## src/rtl/fp8_accumulator.sv

```systemverilog
// rtl/fp8_accumulator.sv - FP8 E4M3 dot-product accumulator with normalizing FP8 output
// Optional round-to-nearest-even output: define FP8_ACCUMULATOR_ROUND_EN (default build truncates).
module fp8_accumulator #(
  parameter int ACC_W = 24
) (
  input  logic       clk,
  input  logic       rst_n,
  input  logic       in_valid,
  output logic       in_ready,
  input  logic [7:0] in_data,
  input  logic       in_last,
  output logic       out_valid,
  input  logic       out_ready,
  output logic [7:0] out_data
);

  localparam int KW = $clog2(ACC_W);

`ifdef FP8_ACCUMULATOR_ROUND_EN
  localparam logic ROUND_EN = 1'b1;
`else
  localparam logic ROUND_EN = 1'b0;
`endif

  // Symmetric saturation limits, expressed one bit wider than acc for the raw sum.
  localparam logic signed [ACC_W:0] SUM_MAX = {2'b00, {(ACC_W-1){1'b1}}};
  localparam logic signed [ACC_W:0] SUM_MIN = {2'b11, {(ACC_W-2){1'b0}}, 1'b1};

  typedef enum logic [1:0] {ACC, NORM, OUT} state_t;

  state_t                   state_q, state_d;
  logic signed [ACC_W-1:0]  acc_q, acc_d;
  logic        [ACC_W-2:0]  mag_q, mag_d;
  logic        [KW-1:0]     k_q, k_d;
  logic                     sign_q, sign_d;
  logic        [7:0]        out_data_q, out_data_d;

  logic        [3:0]        in_e;
  logic        [2:0]        in_m;
  logic        [ACC_W-1:0]  beat_mag;
  logic signed [ACC_W-1:0]  beat_val;
  logic signed [ACC_W:0]    sum;
  logic signed [ACC_W-1:0]  acc_next;
  logic                     acc_neg;
  logic        [ACC_W-1:0]  acc_abs;

  logic        [ACC_W-2:0]  mag_sh;
  logic        [KW-1:0]     k_sh;
  logic signed [8:0]        enc_exp;
  logic signed [8:0]        exp_r;
  logic        [2:0]        enc_man;
  logic        [2:0]        man_r;
  logic                     rnd_up;
  logic                     carry;
  logic        [7:0]        enc;

  assign in_e = in_data[6:3];
  assign in_m = in_data[2:0];

  // Decode the incoming beat to fixed point (LSB = 2^-9) and form the saturated running sum.
  always_comb begin
    beat_mag = '0;
    if (in_e != 4'd0) begin
      beat_mag = {{(ACC_W-4){1'b0}}, 1'b1, in_m} << (in_e - 4'd1);
    end
    beat_val = in_data[7] ? -beat_mag : beat_mag;
    sum      = {acc_q[ACC_W-1], acc_q} + {beat_val[ACC_W-1], beat_val};
    if (sum > SUM_MAX) begin
      acc_next = SUM_MAX[ACC_W-1:0];
    end else if (sum < SUM_MIN) begin
      acc_next = SUM_MIN[ACC_W-1:0];
    end else begin
      acc_next = sum[ACC_W-1:0];
    end
    acc_neg = acc_next[ACC_W-1];
    acc_abs = acc_neg ? -acc_next : acc_next;
  end

  // One normalization step and the FP8 encoding of the step's result.
  always_comb begin
    if (mag_q[ACC_W-2]) begin
      mag_sh = mag_q;
      k_sh   = k_q;
    end else begin
      mag_sh = mag_q << 1;
      k_sh   = k_q + {{(KW-1){1'b0}}, 1'b1};
    end
    enc_exp = 9'(ACC_W - 4) - 9'(k_sh);
    enc_man = mag_sh[ACC_W-3:ACC_W-5];
    rnd_up  = ROUND_EN & mag_sh[ACC_W-6] & ((|mag_sh[ACC_W-7:0]) | enc_man[0]);
    {carry, man_r} = {1'b0, enc_man} + {3'b000, rnd_up};
    exp_r   = enc_exp + 9'(carry);
    if (enc_exp < 9'sd1) begin
      enc = {sign_q, 7'h00};
    end else if (exp_r > 9'sd15) begin
      enc = {sign_q, 7'h7F};
    end else begin
      enc = {sign_q, exp_r[3:0], man_r};
    end
  end

  // Next-state logic: accumulate in ACC, normalize in NORM, hold the result in OUT.
  always_comb begin
    state_d    = state_q;
    acc_d      = acc_q;
    mag_d      = mag_q;
    k_d        = k_q;
    sign_d     = sign_q;
    out_data_d = out_data_q;
    in_ready   = (state_q == ACC);
    out_valid  = (state_q == OUT);
    case (state_q)
      ACC: begin
        if (in_valid) begin
          acc_d = acc_next;
          if (in_last) begin
            mag_d  = acc_abs[ACC_W-2:0];
            sign_d = acc_neg;
            k_d    = '0;
            if (acc_abs == '0) begin
              out_data_d = 8'h00;
              state_d    = OUT;
            end else begin
              state_d = NORM;
            end
          end
        end
      end
      NORM: begin
        mag_d = mag_sh;
        k_d   = k_sh;
        if (mag_sh[ACC_W-2]) begin
          out_data_d = enc;
          state_d    = OUT;
        end
      end
      OUT: begin
        if (out_ready) begin
          acc_d   = '0;
          state_d = ACC;
        end
      end
      default: state_d = ACC;
    endcase
  end

  // State registers; reset abandons any in-flight result.
  always_ff @(posedge clk or negedge rst_n) begin
    if (!rst_n) begin
      state_q    <= ACC;
      acc_q      <= '0;
      mag_q      <= '0;
      k_q        <= '0;
      sign_q     <= 1'b0;
      out_data_q <= 8'h00;
    end else begin
      state_q    <= state_d;
      acc_q      <= acc_d;
      mag_q      <= mag_d;
      k_q        <= k_d;
      sign_q     <= sign_d;
      out_data_q <= out_data_d;
    end
  end

  assign out_data = out_data_q;

endmodule

```

## config.mk

```make
export PLATFORM = sky130hd
export DESIGN_NAME = fp8_accumulator
export DESIGN_NICKNAME = d
export VERILOG_FILES = /design/src/rtl/fp8_accumulator.sv
export SDC_FILE = /design/constraint.sdc
export NUM_CORES = 1
export LEC_CHECK = 0
export ABC_AREA = 1
export CAP_MARGIN = 15
export CORE_ASPECT_RATIO = 1.75
export CORE_MARGIN = 4
export CORE_UTILIZATION = 31
export DETAILED_ROUTE_END_ITERATION = 16
export PLACE_DENSITY = 0.53
export SLEW_MARGIN = 30
export SYNTH_ARGS = -nofsm -noshare
export SYNTH_HDL_FRONTEND = slang
export SYNTH_SLANG_ARGS = --single-unit
```

## constraint.sdc

```tcl
create_clock -name clk -period 4 [get_ports clk]
set_input_delay 0.6 -clock clk [delete_from_list [all_inputs] [get_ports clk]]
set_output_delay 0.6 -clock clk [all_outputs]
set_load 0.1 [all_outputs]
```

==> results.py, run 1 <==
metrics = {
    "timing": {
        "rsz0062_at_grt": "yes",
        "finalCritPeriodShare_pct": 153,
        "maxSlewHeadroom_pct": 35.1,
        "worstMarginPinSlew_ns": 0.970,
        "fin_ws_ns": -2.13,
        "setup_viol": 58,
        "hold_violations": 0,
        "fin_skew_ns": 0.00899,
        "max_freq_mhz": 163,
        "min_period_ns": 6.13,
        "slew_violations": 0,
    },
    "yosys": {
        "synthesis.nets": 1165,
        "synth_edf_count": 0,
        "synthDistinctLibCells": 43,
        "yosys.area.top_type": "dfrtp_1",
        "synthFlopType": "dfrtp_1",
        "async_flop_share_pct": 100,
        "synth.avg_cell_area_um2": 5.97,
        "ys_seq_elements": 63,
        "yosys-top-cells-area": "dfrtp_1 24%, nand2_1 22%, inv_1 8.8%",
        "synth_most_common_cell": "nand2_1",
        "syn_inst": 1117,
        "yosysWarningCount": 0,
        "synth_common_cells": "383 x nand2_1, 157 x inv_1, 116 x nand3_1",
        "ys_seq_area_share_pct": 23.6,
        "syn_area_um2": 6670,
        "synth.top_cell.area_share_pct": 23.6,
    },
    "routing": {
        "wl_met3_um": 405,
        "first_pass_iters": 5,
        "dr.max_layer_used": "met4",
        "wl_met2_um": 14500,
        "drt_iter0_markers": 296,
        "routed-via-count": 8266,
        "wl_met1_um": 8740,
        "wl_per_cell_um": 15.0,
        "postRouteAntennaNets": 0,
        "finalWirelength_um": 25300,
        "avgViaCountPerCell": 4.91,
        "drc_errors": 0,
    },
    "global_routing": {
        "antenna_found_initial": 0,
        "grt_max_degree": 48,
        "overflow": 0,
        "grt_use_total_pct": 21.0,
        "first_global_vias": 8601,
        "grt_pass1_wl_um": 40500,
    },
    "cts": {
        "clock_latency_ns": 0.34,
        "cts_buffer_depth": 2,
        "cts_max_level": 3,
        "numCtsBuffers": 9,
        "clk_pin_slew_worst_paths_ns": 0.05,
        "cts_tree": "done",
        "cts_sinks": 63,
        "cts_hold_buf": 0,
        "cts_root_buffer": "clkbuf_16",
    },
    "place": {
        "port-buffer-count": 22,
        "place.gp.congestion": 0.901,
        "place_ws_ns": -3.07,
        "hpwl_um": 19700,
        "dp.cells": 1619,
    },
    "worst_setup_path": {
        "cpMaxStageDelayCell": "ha_1",
        "worstPathArrival_ns": 6.36,
        "worstPathMaxFanout": 6,
        "startpoint_type": "input port",
        "crit_type": "in -> reg",
        "reg2reg_from": "acc_q[0]",
        "startpoint": "in_data[3]",
        "cpPeakStageDelay_ns": 0.38,
        "crit_top_cell": "nand2_1",
        "crit_required_ns": 4.23,
        "end_kind": "register",
    },
    "min_path": {
        "min_path_type": "in -> async",
    },
    "final_layout": {
        "area_delta_synth_final_pct": 62.4,
        "instances_no_fill": 1685,
        "nets": 1476,
        "drive_gt1_share_pct": 39.9,
        "nFillCells": 2088,
        "diodes": 0,
    },
    "status": {
        "violations": "negative setup slack",
        "status": "complete, but fails checks",
    },
    "floorplan": {
        "rows": 70,
        "core_area_um2": 21000,
        "die_area_um2": 24000,
        "io_pins": 23,
        "start_util_pct": 31.7,
        "die_h_um": 202,
        "die_x_um": 119,
    },
    "run": {
        "max-cap-violations": 0,
    },
}
[flip-flops by register name, indices dropped and copies added, names as in the netlist]
register and flops:
out_data 8, mag_q 23, k_q 5, sign_q 1, acc_q 24, state_q 2
[routing by layer]
layer	global-route usage [%]	up-vias
met2	42.9	143
met3	1.54	89
met1	19.3	3817
met5	0	-
li1	-	4217
met4	13.6	0
[cell usage in the layout (no fill, tap or decap), types with 14 or more instances in the layout]
master / count
inv_1: 139
buf_6: 23
o21ai_0: 37
dfrtp_1: 63
nand2_1: 312
inv_2: 20
a21oi_1: 19
clkdlybuf4s50_1: 14
ha_1: 29
nor2_4: 16
nand3_2: 28
nand2_4: 28
nand2_2: 62
nor2_1: 68
buf_4: 275
nand4_1: 19
nor2_2: 26
xor2_1: 14
nand3_1: 90
[path summary, 6_finish.rpt]
path                               end  slack [ns]  cells past startpoint
setup / recovery           out_data[5]       -2.13                     45
hold / removal                mag_q[1]        0.34                      1
setup reg to reg           out_data[5]       -0.44                     32
hold reg to reg            out_data[4]        0.47                      2
max in group asynchronous  out_data[2]        2.72                      2
min in group clk           out_data[4]        0.47                      2
[layout make-up]
class                           instances  area, µm²  share of cell area (%)
Inverter                              169        663                    6.13
Clock inverter                          6        108                   0.994
Tap cell                              252        315                    2.91
Timing Repair Buffer                  323       2590                    23.9
Sequential cell                        63       1580                    14.6
Multi-Input combinational cell        862       5340                    49.3
Clock buffer                           10        239                    2.21
[cells by family (layout without fill, tap and decap cells)]
family / after synthesis / in the layout / share of synthesized area [%]
and+or+nand+nor: 674 / 677 / 43.5
buffers and inverters: 195 / 508 / 11.4
AOI/OAI and AO/OA: 122 / 122 / 11.1
DFF: 63 / 63 / 23.6
adders and majority gates: 35 / 35 / 6.68
xor gates and xnor gates: 27 / 27 / 3.55
muxes: 1 / 1 / 0.150
[worst max-delay path, delay by kind of cell]
kind,cells,cell delay (ns)
xor gates and xnor gates,1,0.13
buffers and inverters,6,0.70
adders and majority gates,2,0.54
AOI/OAI and AO/OA,2,0.38
and+or+nand+nor,34,4.00
[timing repair]
action                     4_1_cts  5_1_grt
setup endpoints to repair       58       58
pin swaps                       60       55
hold endpoints to repair         0        0
gates cloned                     3        0
buffers inserted                41       10
gates resized for setup        160      106
[through the flow]
step | hold WS (ns) | instance area [µm²] | utilization (%) | TNS (ns)
final | 0.338 | 10800 | 51.5 | -75.22
after global routing | 0.387 | 10800 | 51.5 | -93.77
after CTS | 0.362 | 10400 | 49.4 | -71.74
after detailed placement | 0.463 | 9180 | 43.6 | -128.77
after global placement | 0.457 | 9180 | 43.6 | -127.07
after floorplan | 0.304 | 6890 | - | -42.89
Power of run 1 is not shown: default switching activity piles up to over one toggle a cycle in this logic, so the estimate is an artifact.
==> run 2: changes to the inputs <==
- PLACE_DENSITY: 0.53 -> 0.47
==> run 2 against run 1 <==
Net effect: the flow still finishes with violations (negative setup slack); count of clock-buffer cells in the layout is 1 higher; final cell count is 1.2% higher; hold slack worse by 0.096 ns.
==> results.py, run 2 (synthesized netlist as in run 1, its figures left out) <==
metrics = {
    "status": {
        "status": "complete, but fails checks",
        "violations": "negative setup slack",
    },
    "floorplan": {
        "io_pins": 23,
        "die_x_um": 119,
        "die_h_um": 202,
        "core_area_um2": 21000,
        "die_area_um2": 24000,
        "start_util_pct": 31.7,
        "rows": 70,
    },
    "timing": {
        "fin_skew_ns": 0.00615,
        "setup_viol": 58,
        "hold_violations": 0,
        "max_freq_mhz": 162,
        "fin_ws_ns": -2.18,
        "finalCritPeriodShare_pct": 155,
        "maxSlewHeadroom_pct": 34.9,
        "worstMarginPinSlew_ns": 0.973,
        "rsz0062_at_grt": "yes",
        "slew_violations": 0,
        "min_period_ns": 6.18,
    },
    "global_routing": {
        "first_global_vias": 8334,
        "grt_pass1_wl_um": 40700,
        "grt_use_total_pct": 21.2,
        "antenna_found_initial": 0,
        "grt_max_degree": 48,
        "overflow": 0,
    },
    "worst_setup_path": {
        "crit_required_ns": 4.28,
        "end_kind": "register",
        "cpPeakStageDelay_ns": 0.35,
        "crit_top_cell": "nand2_1",
        "reg2reg_from": "acc_q[0]",
        "crit_type": "in -> reg",
        "worstPathMaxFanout": 7,
        "cpMaxStageDelayCell": "ha_4",
        "startpoint_type": "input port",
        "startpoint": "in_data[3]",
        "worstPathArrival_ns": 6.46,
    },
    "place": {
        "hpwl_um": 20100,
        "port-buffer-count": 22,
        "place_ws_ns": -3.29,
        "place.gp.congestion": 0.916,
        "dp.cells": 1620,
    },
    "routing": {
        "avgViaCountPerCell": 4.90,
        "first_pass_iters": 6,
        "drc_errors": 0,
        "routed-via-count": 8353,
        "finalWirelength_um": 26200,
        "wl_per_cell_um": 15.3,
        "postRouteAntennaNets": 0,
        "drt_iter0_markers": 308,
    },
    "final_layout": {
        "diodes": 0,
        "final_common_cell": "nand2_1",
        "final_cell_mix": "302 x nand2_1, 271 x buf_4, 131 x inv_1",
        "area_delta_synth_final_pct": 68.1,
        "instances_no_fill": 1705,
        "drive_gt1_share_pct": 42.4,
        "regMostFlops": "acc_q",
        "largest_reg_flops": 24,
        "nets": 1496,
    },
    "cts": {
        "cts_root_buffer": "clkbuf_16",
        "cts_sinks": 63,
        "numCtsBuffers": 9,
        "cts_tree": "done",
        "cts_max_level": 3,
        "clock_latency_ns": 0.34,
        "clk_pin_slew_worst_paths_ns": 0.06,
        "cts_buffer_depth": 2,
    },
    "min_path": {
        "min_path_type": "in -> async",
    },
    "run": {
        "max-cap-violations": 0,
    },
}
[run 2: cell types whose count changed in the layout (fill, tap and decap cells not counted), moves of 7 or more]
cell | before | now
o21ai_0 | 37 | 21
inv_1 | 139 | 131
buf_6 | 23 | 43
nand2_1 | 312 | 302
inv_2 | 20 | 27
o21ai_2 | 8 | 22
[run 2: per-layer routing]
| layer | wire, µm | vias up | track usage (%) |
|---|---|---|---|
| li1 | - | 4250 | - |
| met1 | 9140 | 3903 | 19.9 |
| met2 | 15500 | 131 | 45.2 |
| met3 | 343 | 69 | 1.48 |
| met4 | 1220 | 0 | 9.16 |
| met5 | 0 | - | 0 |
[run 2: final timing paths]
path                       cells after the start  slack (ns)          end
hold / removal                                 1        0.24  out_data[5]
min in group clk                               2        0.48  out_data[0]
max in group asynchronous                      2        3.03     acc_q[7]
setup reg to reg                              36       -0.40  out_data[1]
hold reg to reg                                2        0.48  out_data[0]
setup / recovery                              51       -2.18  out_data[1]
[run 2: cell type report]
class	instances	area [µm²]
sequential	63	1580
fill	2085	9810
clock inverter	5	56.3
timing repair buffer	343	2880
inverter	169	668
tap	252	315
multi-input combinational	862	5460
clock buffer	11	253
[run 2: stage by stage]
step	util (%)	hold slack [ns]	setup TNS, ns	area, µm²
3_3_place_gp	43.7	0.459	-136.84	9200
3_5_place_dp	43.8	0.457	-140.08	9200
6_report	53.3	0.242	-80.07	11200
5_1_grt	53.3	0.302	-98.78	11200
4_1_cts	49.9	0.274	-73.82	10500
2_1_floorplan	-	0.304	-42.89	6890
[run 2: repair_timing]
action                     CTS  global route
hold buffers                 0             0
cloned                       3             1
buffers inserted            50            26
pin swaps                   67            84
setup endpoints to repair   58            58
gates resized for setup    159           182
[run 2: worst max-delay path: cells and delay by family]
family | cells | cell delay (ns)
AO/OA/AOI/OAI | 4 | 0.56
buffers and inverters | 11 | 1.25
adder cells (fa/ha/maj) | 2 | 0.70
XOR/XNOR | 1 | 0.09
AND/OR/NAND/NOR | 33 | 3.26
Power of run 2 is left out for the same reason.
